### config.mk
export PLATFORM = sky130hd
export DESIGN_NAME = calc_cmd_seq_flat
export DESIGN_NICKNAME = d
export VERILOG_FILES = /design/src/rtl/calc_cmd_seq_if.sv /design/src/rtl/calc_cmd_seq.sv /design/src/flat_wrapper.sv
export SDC_FILE = /design/constraint.sdc
export NUM_CORES = 1
export LEC_CHECK = 0
export BUFFER_PORTS_ARGS = -buffer_cell sky130_fd_sc_hd__buf_4
export CAP_MARGIN = 10
export CELL_PAD_IN_SITES_DETAIL_PLACEMENT = 1
export CELL_PAD_IN_SITES_GLOBAL_PLACEMENT = 1
export CORE_MARGIN = 3
export CORE_UTILIZATION = 45
export CTS_CLUSTER_SIZE = 30
export DETAILED_ROUTE_END_ITERATION = 12
export PLACE_DENSITY_LB_ADDON = 0.08
export SLEW_MARGIN = 20
export SYNTH_ARGS = -nofsm -noshare
export SYNTH_HDL_FRONTEND = slang
export SYNTH_SLANG_ARGS = --single-unit
### constraint.sdc
create_clock -name clk -period 16.5 [get_ports clk]
set_clock_uncertainty 0.1 [all_clocks]
set_input_delay 3.3 -clock clk [delete_from_list [all_inputs] [get_ports clk]]
set_output_delay 3.3 -clock clk [all_outputs]
set_load 0.01 [all_outputs]
### src/rtl/calc_cmd_seq_if.sv
// Byte-stream, result-stream and arithmetic-unit signals of calc_cmd_seq.
// The sequencer takes the slave side. The stream source, the result sink and the arithmetic unit take the master side.
interface calc_cmd_seq_if;
  logic [7:0]  in_data;
  logic        in_valid;
  logic        in_ready;
  logic [7:0]  out_data;
  logic        out_valid;
  logic        out_ready;
  logic [2:0]  operation;
  logic [63:0] opa;
  logic [63:0] opb;
  logic [63:0] calc_res;
  logic        busy;
  logic        err;
  logic        dz;

  modport slave (
    input  in_data, in_valid, out_ready, calc_res,
    output in_ready, out_data, out_valid, operation, opa, opb, busy, err, dz
  );

  modport master (
    output in_data, in_valid, out_ready, calc_res,
    input  in_ready, out_data, out_valid, operation, opa, opb, busy, err, dz
  );
endinterface

### src/rtl/calc_cmd_seq.sv
// Command/operand byte assembler and result serializer for the 64-bit arithmetic unit.
// It feeds the unit registered operands, waits CALC_LAT cycles, then streams the result out as 8 bytes.
module calc_cmd_seq #(
  parameter int unsigned CALC_LAT  = 2,
  parameter bit          LSB_FIRST = 1'b1
) (
  input logic           clk,
  input logic           rst,
  calc_cmd_seq_if.slave bus
);

  typedef enum logic [2:0] {IDLE, LOAD_A, LOAD_B, EXEC, SEND} state_t;

  localparam logic [3:0] LAT_LAST = 4'(CALC_LAT - 1);

  state_t      state_q;
  logic [2:0]  op_q;
  logic [63:0] opa_q, opb_q, res_q;
  logic [2:0]  byte_cnt_q;
  logic [3:0]  lat_cnt_q;
  logic        in_ready_q, out_valid_q, busy_q, err_q, dz_q;
  logic [7:0]  out_data_q;

  logic        in_xfer, out_xfer, cmd_legal, last_byte, div_zero;
  logic [63:0] opa_d, opb_d;

  // Bit offset of stream byte idx inside a 64-bit word for the configured byte order.
  function automatic logic [5:0] lane(input logic [2:0] idx);
    return LSB_FIRST ? {idx, 3'b000} : {~idx, 3'b000};
  endfunction

  function automatic logic [63:0] put_byte(input logic [63:0] word, input logic [2:0] idx,
                                           input logic [7:0] b);
    logic [63:0] w;
    w = word;
    w[lane(idx) +: 8] = b;
    return w;
  endfunction

  function automatic logic [7:0] get_byte(input logic [63:0] word, input logic [2:0] idx);
    return word[lane(idx) +: 8];
  endfunction

  assign in_xfer   = bus.in_valid && in_ready_q;
  assign out_xfer  = out_valid_q && bus.out_ready;
  assign cmd_legal = (bus.in_data[7:3] == 5'd0) && (bus.in_data[2:0] <= 3'd4);
  assign last_byte = (byte_cnt_q == 3'd7);
  assign opa_d     = put_byte(opa_q, byte_cnt_q, bus.in_data);
  assign opb_d     = put_byte(opb_q, byte_cnt_q, bus.in_data);
  // The zero test looks at opb including the byte that arrives in this cycle.
  assign div_zero  = ((op_q == 3'd3) || (op_q == 3'd4)) && (opb_d == 64'd0);

  // NOTE: all state and registered outputs use non-blocking assignments in this one clocked block.
  // Every read then sees the value from before the edge, and the reset branch clears everything asynchronously.
  always_ff @(posedge clk or posedge rst) begin
    if (rst) begin
      state_q     <= IDLE;
      op_q        <= 3'd0;
      opa_q       <= 64'd0;
      opb_q       <= 64'd0;
      res_q       <= 64'd0;
      byte_cnt_q  <= 3'd0;
      lat_cnt_q   <= 4'd0;
      in_ready_q  <= 1'b0;
      out_valid_q <= 1'b0;
      out_data_q  <= 8'd0;
      busy_q      <= 1'b0;
      err_q       <= 1'b0;
      dz_q        <= 1'b0;
    end else begin
      err_q <= 1'b0;
      case (state_q)
        IDLE: begin
          in_ready_q <= 1'b1;
          if (in_xfer) begin
            if (cmd_legal) begin
              op_q       <= bus.in_data[2:0];
              dz_q       <= 1'b0;
              byte_cnt_q <= 3'd0;
              busy_q     <= 1'b1;
              state_q    <= LOAD_A;
            end else begin
              err_q <= 1'b1;
            end
          end
        end
        LOAD_A: begin
          if (in_xfer) begin
            opa_q      <= opa_d;
            byte_cnt_q <= byte_cnt_q + 3'd1;
            if (last_byte) state_q <= LOAD_B;
          end
        end
        LOAD_B: begin
          if (in_xfer) begin
            opb_q      <= opb_d;
            byte_cnt_q <= byte_cnt_q + 3'd1;
            if (last_byte) begin
              in_ready_q <= 1'b0;
              if (div_zero) begin
                // A division by zero skips the arithmetic unit and returns all ones.
                res_q       <= '1;
                dz_q        <= 1'b1;
                out_data_q  <= 8'hFF;
                out_valid_q <= 1'b1;
                state_q     <= SEND;
              end else begin
                state_q <= EXEC;
              end
            end
          end
        end
        EXEC: begin
          if (lat_cnt_q == LAT_LAST) begin
            res_q       <= bus.calc_res;
            out_data_q  <= get_byte(bus.calc_res, 3'd0);
            out_valid_q <= 1'b1;
            lat_cnt_q   <= 4'd0;
            state_q     <= SEND;
          end else begin
            lat_cnt_q <= lat_cnt_q + 4'd1;
          end
        end
        SEND: begin
          if (out_xfer) begin
            byte_cnt_q <= byte_cnt_q + 3'd1;
            if (last_byte) begin
              out_valid_q <= 1'b0;
              busy_q      <= 1'b0;
              in_ready_q  <= 1'b1;
              state_q     <= IDLE;
            end else begin
              out_data_q <= get_byte(res_q, byte_cnt_q + 3'd1);
            end
          end
        end
        default: state_q <= IDLE;
      endcase
    end
  end

  assign bus.in_ready  = in_ready_q;
  assign bus.out_valid = out_valid_q;
  assign bus.out_data  = out_data_q;
  assign bus.operation = op_q;
  assign bus.opa       = opa_q;
  assign bus.opb       = opb_q;
  assign bus.busy      = busy_q;
  assign bus.err       = err_q;
  assign bus.dz        = dz_q;

endmodule

### src/flat_wrapper.sv
// flat-port wrapper written by rule: the top's interface ports become plain ports
module calc_cmd_seq_flat 
#(
  parameter int unsigned CALC_LAT  = 2,
  parameter bit          LSB_FIRST = 1'b1
)
  (clk, rst, bus_in_data, bus_in_valid, bus_out_ready, bus_calc_res, bus_in_ready, bus_out_data, bus_out_valid, bus_operation, bus_opa, bus_opb, bus_busy, bus_err, bus_dz);
  calc_cmd_seq_if bus_i ();
  input logic clk;
  input logic rst;
  input wire logic [$bits(bus_i.in_data)-1:0] bus_in_data;
  input wire logic [$bits(bus_i.in_valid)-1:0] bus_in_valid;
  input wire logic [$bits(bus_i.out_ready)-1:0] bus_out_ready;
  input wire logic [$bits(bus_i.calc_res)-1:0] bus_calc_res;
  output wire logic [$bits(bus_i.in_ready)-1:0] bus_in_ready;
  output wire logic [$bits(bus_i.out_data)-1:0] bus_out_data;
  output wire logic [$bits(bus_i.out_valid)-1:0] bus_out_valid;
  output wire logic [$bits(bus_i.operation)-1:0] bus_operation;
  output wire logic [$bits(bus_i.opa)-1:0] bus_opa;
  output wire logic [$bits(bus_i.opb)-1:0] bus_opb;
  output wire logic [$bits(bus_i.busy)-1:0] bus_busy;
  output wire logic [$bits(bus_i.err)-1:0] bus_err;
  output wire logic [$bits(bus_i.dz)-1:0] bus_dz;
  assign bus_i.in_data = bus_in_data;
  assign bus_i.in_valid = bus_in_valid;
  assign bus_i.out_ready = bus_out_ready;
  assign bus_i.calc_res = bus_calc_res;
  assign bus_in_ready = bus_i.in_ready;
  assign bus_out_data = bus_i.out_data;
  assign bus_out_valid = bus_i.out_valid;
  assign bus_operation = bus_i.operation;
  assign bus_opa = bus_i.opa;
  assign bus_opb = bus_i.opb;
  assign bus_busy = bus_i.busy;
  assign bus_err = bus_i.err;
  assign bus_dz = bus_i.dz;
  calc_cmd_seq #(.CALC_LAT(CALC_LAT), .LSB_FIRST(LSB_FIRST)) u_core (.clk(clk), .rst(rst), .bus(bus_i));
endmodule
# Yosys cells after proc, flatten, opt, wreduce, memory -nomap -nowiden
# Cells that the tools add are included.
totals:
  wordCells: 117
  in_bits: 76
  regBits: 218
  output_inout_bits: 144
classes:
  n_shift: 3
  add_sub_neg: 3
  n_lt_le_gt_ge: 1
  eq_ne: 20
  reduce_logical: 26
  mux: 51
ops:
  columns: ["cell", "n"]
  rows:
  - ["$mux W64", 4]
  - ["$bwmux W64", 2]
  - ["$pmux W64 S2", 1]
  - ["$logic_not A64 Y1", 1]
  - ["$shift A8 B8 Y64 const A", 1]
  - ["$shiftx A64 B7 Y8", 1]
  - ["$shiftx A8 B8 Y64", 1]
  - ["$mux W8", 6]
  - ["$mux W3", 14]
  - ["$pmux W8 S3", 1]
  - ["$ne A2 B1 Y1 const B", 11]
  - ["$reduce_and A5 Y1", 4]
  - ["$mux W1", 16]
  - ["$pmux W3 S5", 1]
  - ["$reduce_and A7 Y1", 2]
  - ["$eq A3 B2 Y1 const B", 3]
  - ["$eq A3 B3 Y1 const B", 3]
  - ["$pmux W3 S3", 1]
  - ["$reduce_and A9 Y1", 1]
  - ["$reduce_bool A3 Y1", 3]
  - ["$neg A6 Y8", 1]
  - ["$pmux W1 S3", 2]
  - ["$reduce_and A6 Y1", 1]
  - ["$reduce_bool A2 Y1", 3]
  - ["15 further kinds", 20]

# Logic depth before layout (Yosys ltp)
depth:
  ltp_word: 9
  mapped_depth: 17
  depth_no_buf: 11

# Worst setup path before layout
# Ideal clock, no wire load.
synth_timing:
  path_type: "input -> register"
  startpoint: "input port bus_in_data[4]"
  endpoint: "register u_core.res_q[0]"
  n_path_buf: 2
  arrival_time_ns: 5.250
  required_time_ns: 16.333
  cell_stages: 10
  setup_slack_ns: 11.083
  setup_time_ns: 0.067
  cell_sequence: "or4_1 > nor4_1 > mux2i_1 > nor4_1 > nand2_1 > o31a_1 > nor3_2 > buf_4 > buf_4 > o32a_1"
synth_via:
  elab_chain_len: 6
synth_rtl:
  columns: ["item", "line_no", "rtl"]
  rows:
  - ["start: declaration", "flat_wrapper.sv:11", "input wire logic [$bits(bus_i.in_data)-1:0] bus_in_data;"]
  - ["$shiftx A8 B8 Y64", "calc_cmd_seq.sv:36", "w[lane(idx) +: 8] = b;"]
  - ["$bwmux W64", "calc_cmd_seq.sv:36", null]
  - ["$logic_not A64 Y1", "calc_cmd_seq.sv:51", "assign div_zero = ((op_q == 3'd3) || (op_q == 3'd4)) && (opb_d == 64'd0);"]
  - ["$logic_and A1 B1 Y1", "calc_cmd_seq.sv:51", null]
  - ["$ne A2 B1 Y1 (no source line)", null, null]
  - ["$reduce_and A5 Y1 (no source line)", null, null]
  - ["end signal: assignment", "calc_cmd_seq.sv:115", "res_q <= bus.calc_res;"]
  - ["end: declaration", "calc_cmd_seq.sv:18", "logic [63:0] opa_q, opb_q, res_q;"]
# Every way passes these cells.
# A chain may end at the register's enable or synchronous reset.

# Final worst setup path
layout_timing:
  startpoint: "input port bus_in_data[2]"
  endpoint: "register u_core.res_q[2]"
# The elaborated chain is that of the path after synthesis.

==> results.md <==
Outcome:
- The run finished with clean final reports.

GRT:
- For this run, global-route usage on met3 was measured as 4.70%.
- met2 is the most crowded layer.
- The fraction of met2 tracks used by global routing is 44.0%.
- The first global-routing pass estimated 47,400 microns of wire.
- The largest net degree at the start of global routing is 141.
- The combined global-route utilization of all metal layers is 25.0%.
- The via count of the first global-routing pass came to 8,458.
- The global route total overflow is 0.
- The number of antenna violations at the first check in global routing was 0.
- In the global route stage, met1 resource usage came out at 31.2%.

Power and ir drop:
- The total leakage power is 5.61 nW.
- The worst IR drop on VDD is 0.103 mV.
- Combinational logic is responsible for 36.5% of the overall power.
- The switching power summed over all nets is 0.739 mW.
- The clock network fraction of total power is 25.5%.
- In this run the power density over the cells is 172 mW/mm^2.
- Net switching is 34.8% of the power.
- Registers are responsible for 38.0% of the overall power.
- Internal power comes to 1.38 mW.

STA:
- Setup violations remaining at the end of the flow were counted as 0.
- The max-slew violation count came to 0.
- The setup TNS after final layout is 0 ns.
- The post-layout minimum cycle time is 5.71 ns.
- The final critical path takes up 34.6% of the cycle.
- Setup repair after global routing left no endpoint under its margin.
- The slew of the pin with the lowest slew margin is 1.05 ns.
- The final-report hold violation count came to 0.
- The tightest hold path in the finished design has a slack of 0.379 ns.
- In the post-route analysis, the smallest setup slack over all paths is 10.79 ns.
- The fmax is 175 MHz.
- Measured against its own limit, the worst slew margin works out to 30.0%.

Floorplanning:
- The initial core utilization is 46.0%.
- The number of top-level pins is 220.
- The overall die width is 153 microns.
- The number of cell rows is 53.
- The die covers 0.0234 sq mm.
- The overall die height is 153 microns.
- The core area is 0.0211 sq mm.

Layout:
- The area growth from synthesis to layout is 27.5%.
- The summed area of non-filler cells in the final layout is 0.0124 sq mm.
- The fill cell total of the finished layout is 2,293.
- Summing all multi-input logic gate instances after layout gives 0.00401 sq mm.
- 0 antenna diodes ended up in the layout.
- Across the whole layout, storage elements account for 0.00546 sq mm.
- The proportion of layout cells with a drive suffix above 1 is 30.8%.
- Leaving out fill and tap cells, the most frequent cell in the layout is sky130_fd_sc_hd__buf_4.
- In the layout the commonest cells are 228 x sky130_fd_sc_hd__buf_4, 218 x sky130_fd_sc_hd__dfrtp_1, 153 x sky130_fd_sc_hd__nand2_1.
- In the final design database the tool counted 1,165 nets.

Critical path:
- The critical path in this run is classified as in -> reg.
- The worst register-to-register path ends at u_core.bus.out_valid.
- The cell occurring most often along the worst timing path is sky130_fd_sc_hd__buf_4.
- STA classifies the critical path endpoint as a flop.
- STA classifies the critical path startpoint as an input pin.
- The critical path starts at bus_in_data[2].
- The register-to-register setup slack is 12.00 ns.
- The critical-path maximum fanout is 66.
- Data on the critical path is required at its endpoint by 16.85 ns.
- Traced cell by cell, the critical path runs through buf_4, or4_1, nor4_1, mux2_1, and4_1, nand3_1, o31a_1, nor3_4, buf_4, o32a_1.
- The worst register-to-register path has a depth of 13.
- In this run the critical register-to-register path is launched from u_core.byte_cnt_q[0].
- The arrival time reported for the critical path endpoint is 6.06 ns.
- For this run, the slowest stage of the critical path takes 0.57 ns.
- The capture point of the worst path is u_core.res_q[2].
- The standard cell with the maximum stage delay on the critical path is sky130_fd_sc_hd__buf_4.

Placement:
- The half-perimeter wire length of the detailed placement result is 21,000 microns.
- The number of port buffers is 219.
- The final weighted congestion in routability-driven placement is 0.858.
- Before CTS, the worst setup slack after placement is 10.34 ns.
- The post-placement cell area is 0.0116 sq mm.

Synthesis:
- Yosys attributes the largest share of cell area to sky130_fd_sc_hd__dfrtp_1 56%, sky130_fd_sc_hd__o21ai_0 6.0%, sky130_fd_sc_hd__nand2_1 5.9%.
- During synthesis, Yosys emitted a total of 0 warnings.
- The number of enable-type register cells in the synthesized netlist is 0.
- The synthesized netlist occupies a cell area of 0.00971 sq mm.
- The post-synthesis cell type count is 56.
- The portion of synthesized cell area occupied by the leading cell type is 56.2%.
- After synthesis, the mean cell area works out to 11.0 sq um.
- The number of cells produced by synthesis is 879.
- Synthesis produced a netlist with a net count of 963.
- The cell accounting for the most synthesized area is sky130_fd_sc_hd__dfrtp_1.
- The post-synthesis register bit count is 218.
- The top flip-flop cell by instance count after synthesis is sky130_fd_sc_hd__dfrtp_1.
- The fraction of synthesis flops using an asynchronous set or reset pin is 100%.
- The share of synthesized area occupied by flip-flops and latches is 56.2%.

Routing:
- After detailed routing, the average wire length per cell comes to 21.8 microns.
- Once detail routing completed, the nets flagged for antenna violations numbered 0.
- The iteration count of the initial detailed-routing pass is 4.
- After the first detailed-routing iteration, the DRC count stood at 380.
- For this block, the routed nets add up to 30,000 microns of wire.
- The final route contains 7,963 vias.
- The number of remaining DRC errors is 0.
- Dividing the detail-routed via count by the number of cells gives 5.80.

Clocking:
- Counting the buffers created by CTS gives 24.
- Clock-pin slew was measured on the worst setup and hold paths at 0.06 ns.
- The cell chosen for the clock root is sky130_fd_sc_hd__clkbuf_16.
- At the later pin of the worst-skew pair, clock insertion delay measures 0.52 ns.
- The count of H-tree levels built during CTS is 1.
- The count of cells resized by post-cts repair is 0.
- TritonCTS built the clock tree.
- Buffers added to address setup during post-CTS repair amount to 0.
- Clock tree synthesis found a total of 218 sinks.
- For this design, the CTS-stage hold fixing added 0 buffers.
- The clock passes through at most 3 buffers.

Run:
- The max-capacitance violation count is 0.

Hold path:
- The worst hold path begins at u_core.bus.opa[62].
- The tightest min-delay check is of the reg -> reg type.
cells by family (layout without fill, tap and decap cells):
group	count (synthesis)	count (layout)	synth area share [%]
mux	79	79	10.8
buf+inv	60	280	2.57
simple gates	279	279	13.5
fa+ha+maj	8	8	1.03
compound gates	231	231	15.5
flops	218	218	56.2
xor+xnor	4	4	0.361
cells in the mapped netlist, types with 8 or more instances:
library cell / instances
sky130_fd_sc_hd__nand2b_1: 9
sky130_fd_sc_hd__a21oi_1: 19
sky130_fd_sc_hd__dfrtp_1: 218
sky130_fd_sc_hd__nor4_1: 14
sky130_fd_sc_hd__clkbuf_1: 39
sky130_fd_sc_hd__nor2_1: 39
sky130_fd_sc_hd__o21ai_0: 117
sky130_fd_sc_hd__mux2i_1: 17
sky130_fd_sc_hd__nand3_1: 10
sky130_fd_sc_hd__nor2b_1: 10
sky130_fd_sc_hd__nand2_1: 153
sky130_fd_sc_hd__inv_1: 8
sky130_fd_sc_hd__nor3_1: 11
sky130_fd_sc_hd__o22a_1: 57
sky130_fd_sc_hd__mux4_2: 16
sky130_fd_sc_hd__mux2_2: 45
sky130_fd_sc_hd__o32a_1: 8
sky130_fd_sc_hd__ha_1: 8
through the flow:
step	total power, mW	utilization (%)	std cells
3_3_place_gp	1.56	54.8	1330
3_5_place_dp	1.59	54.8	1330
4_1_cts	2.14	58.7	1374
5_1_grt	2.25	58.7	1374
2_1_floorplan	1.28	-	879
6_report	2.12	58.7	1374
power groups by stage:
stage	logic, mW	registers [mW]	clock network (mW)
2_1_floorplan	0.477	0.800	0
6_report	0.775	0.807	0.541
4_1_cts	0.785	0.807	0.551
3_3_place_gp	0.754	0.805	0
3_5_place_dp	0.780	0.813	0
5_1_grt	0.844	0.827	0.575
sequential cells by signal, indices dropped and copies added (netlist names):
| signal | flops |
|---|---|
| u_core.res_q | 64 |
| u_core.state_q | 3 |
| u_core.bus.opa | 64 |
| u_core.bus.dz | 1 |
| u_core.bus.busy | 1 |
| u_core.bus.operation | 3 |
| u_core.lat_cnt_q | 4 |
| u_core.bus.in_ready | 1 |
| u_core.bus.err | 1 |
| u_core.byte_cnt_q | 3 |
| u_core.bus.out_valid | 1 |
| u_core.bus.out_data | 8 |
| u_core.bus.opb | 64 |
layout make-up:
| class | instances | share of cell area [%] |
|---|---|---|
| clock buffer | 36 | 6.04 |
| clock inverter | 8 | 0.526 |
| inverter | 8 | 0.303 |
| multi-input combinational | 601 | 32.4 |
| sequential | 218 | 44.1 |
| tap | 275 | 2.78 |
| timing repair buffer | 228 | 13.8 |
metal layers:
metal	up-vias	wire, microns	part of all wire (%)
met5	-	0	0
met4	0	1140	3.8
met3	71	1690	5.6
met2	262	15200	51
met1	4043	12000	40
li1	3587	-	-
worst max-delay path: cells and delay by family:
kind | cells | cell delay, ns
buffers and inverters | 2 | 0.74
muxes | 1 | 0.22
AOI/OAI and AO/OA | 2 | 0.61
and+or+nand+nor | 5 | 1.15
worst min-delay path by stage:
| stage | depth (start not counted) | slack [ns] | to |
|---|---|---|---|
| floorplan | 1 | 0.35 | u_core.lat_cnt_q[3] |
| global placement | 1 | 0.36 | u_core.lat_cnt_q[3] |
| detailed placement | 1 | 0.37 | u_core.lat_cnt_q[3] |
| CTS | 1 | 0.38 | u_core.lat_cnt_q[3] |
| global route | 1 | 0.40 | u_core.res_q[16] |
| finish | 2 | 0.38 | u_core.bus.opa[62] |
(Power assumes the default switching activity.)
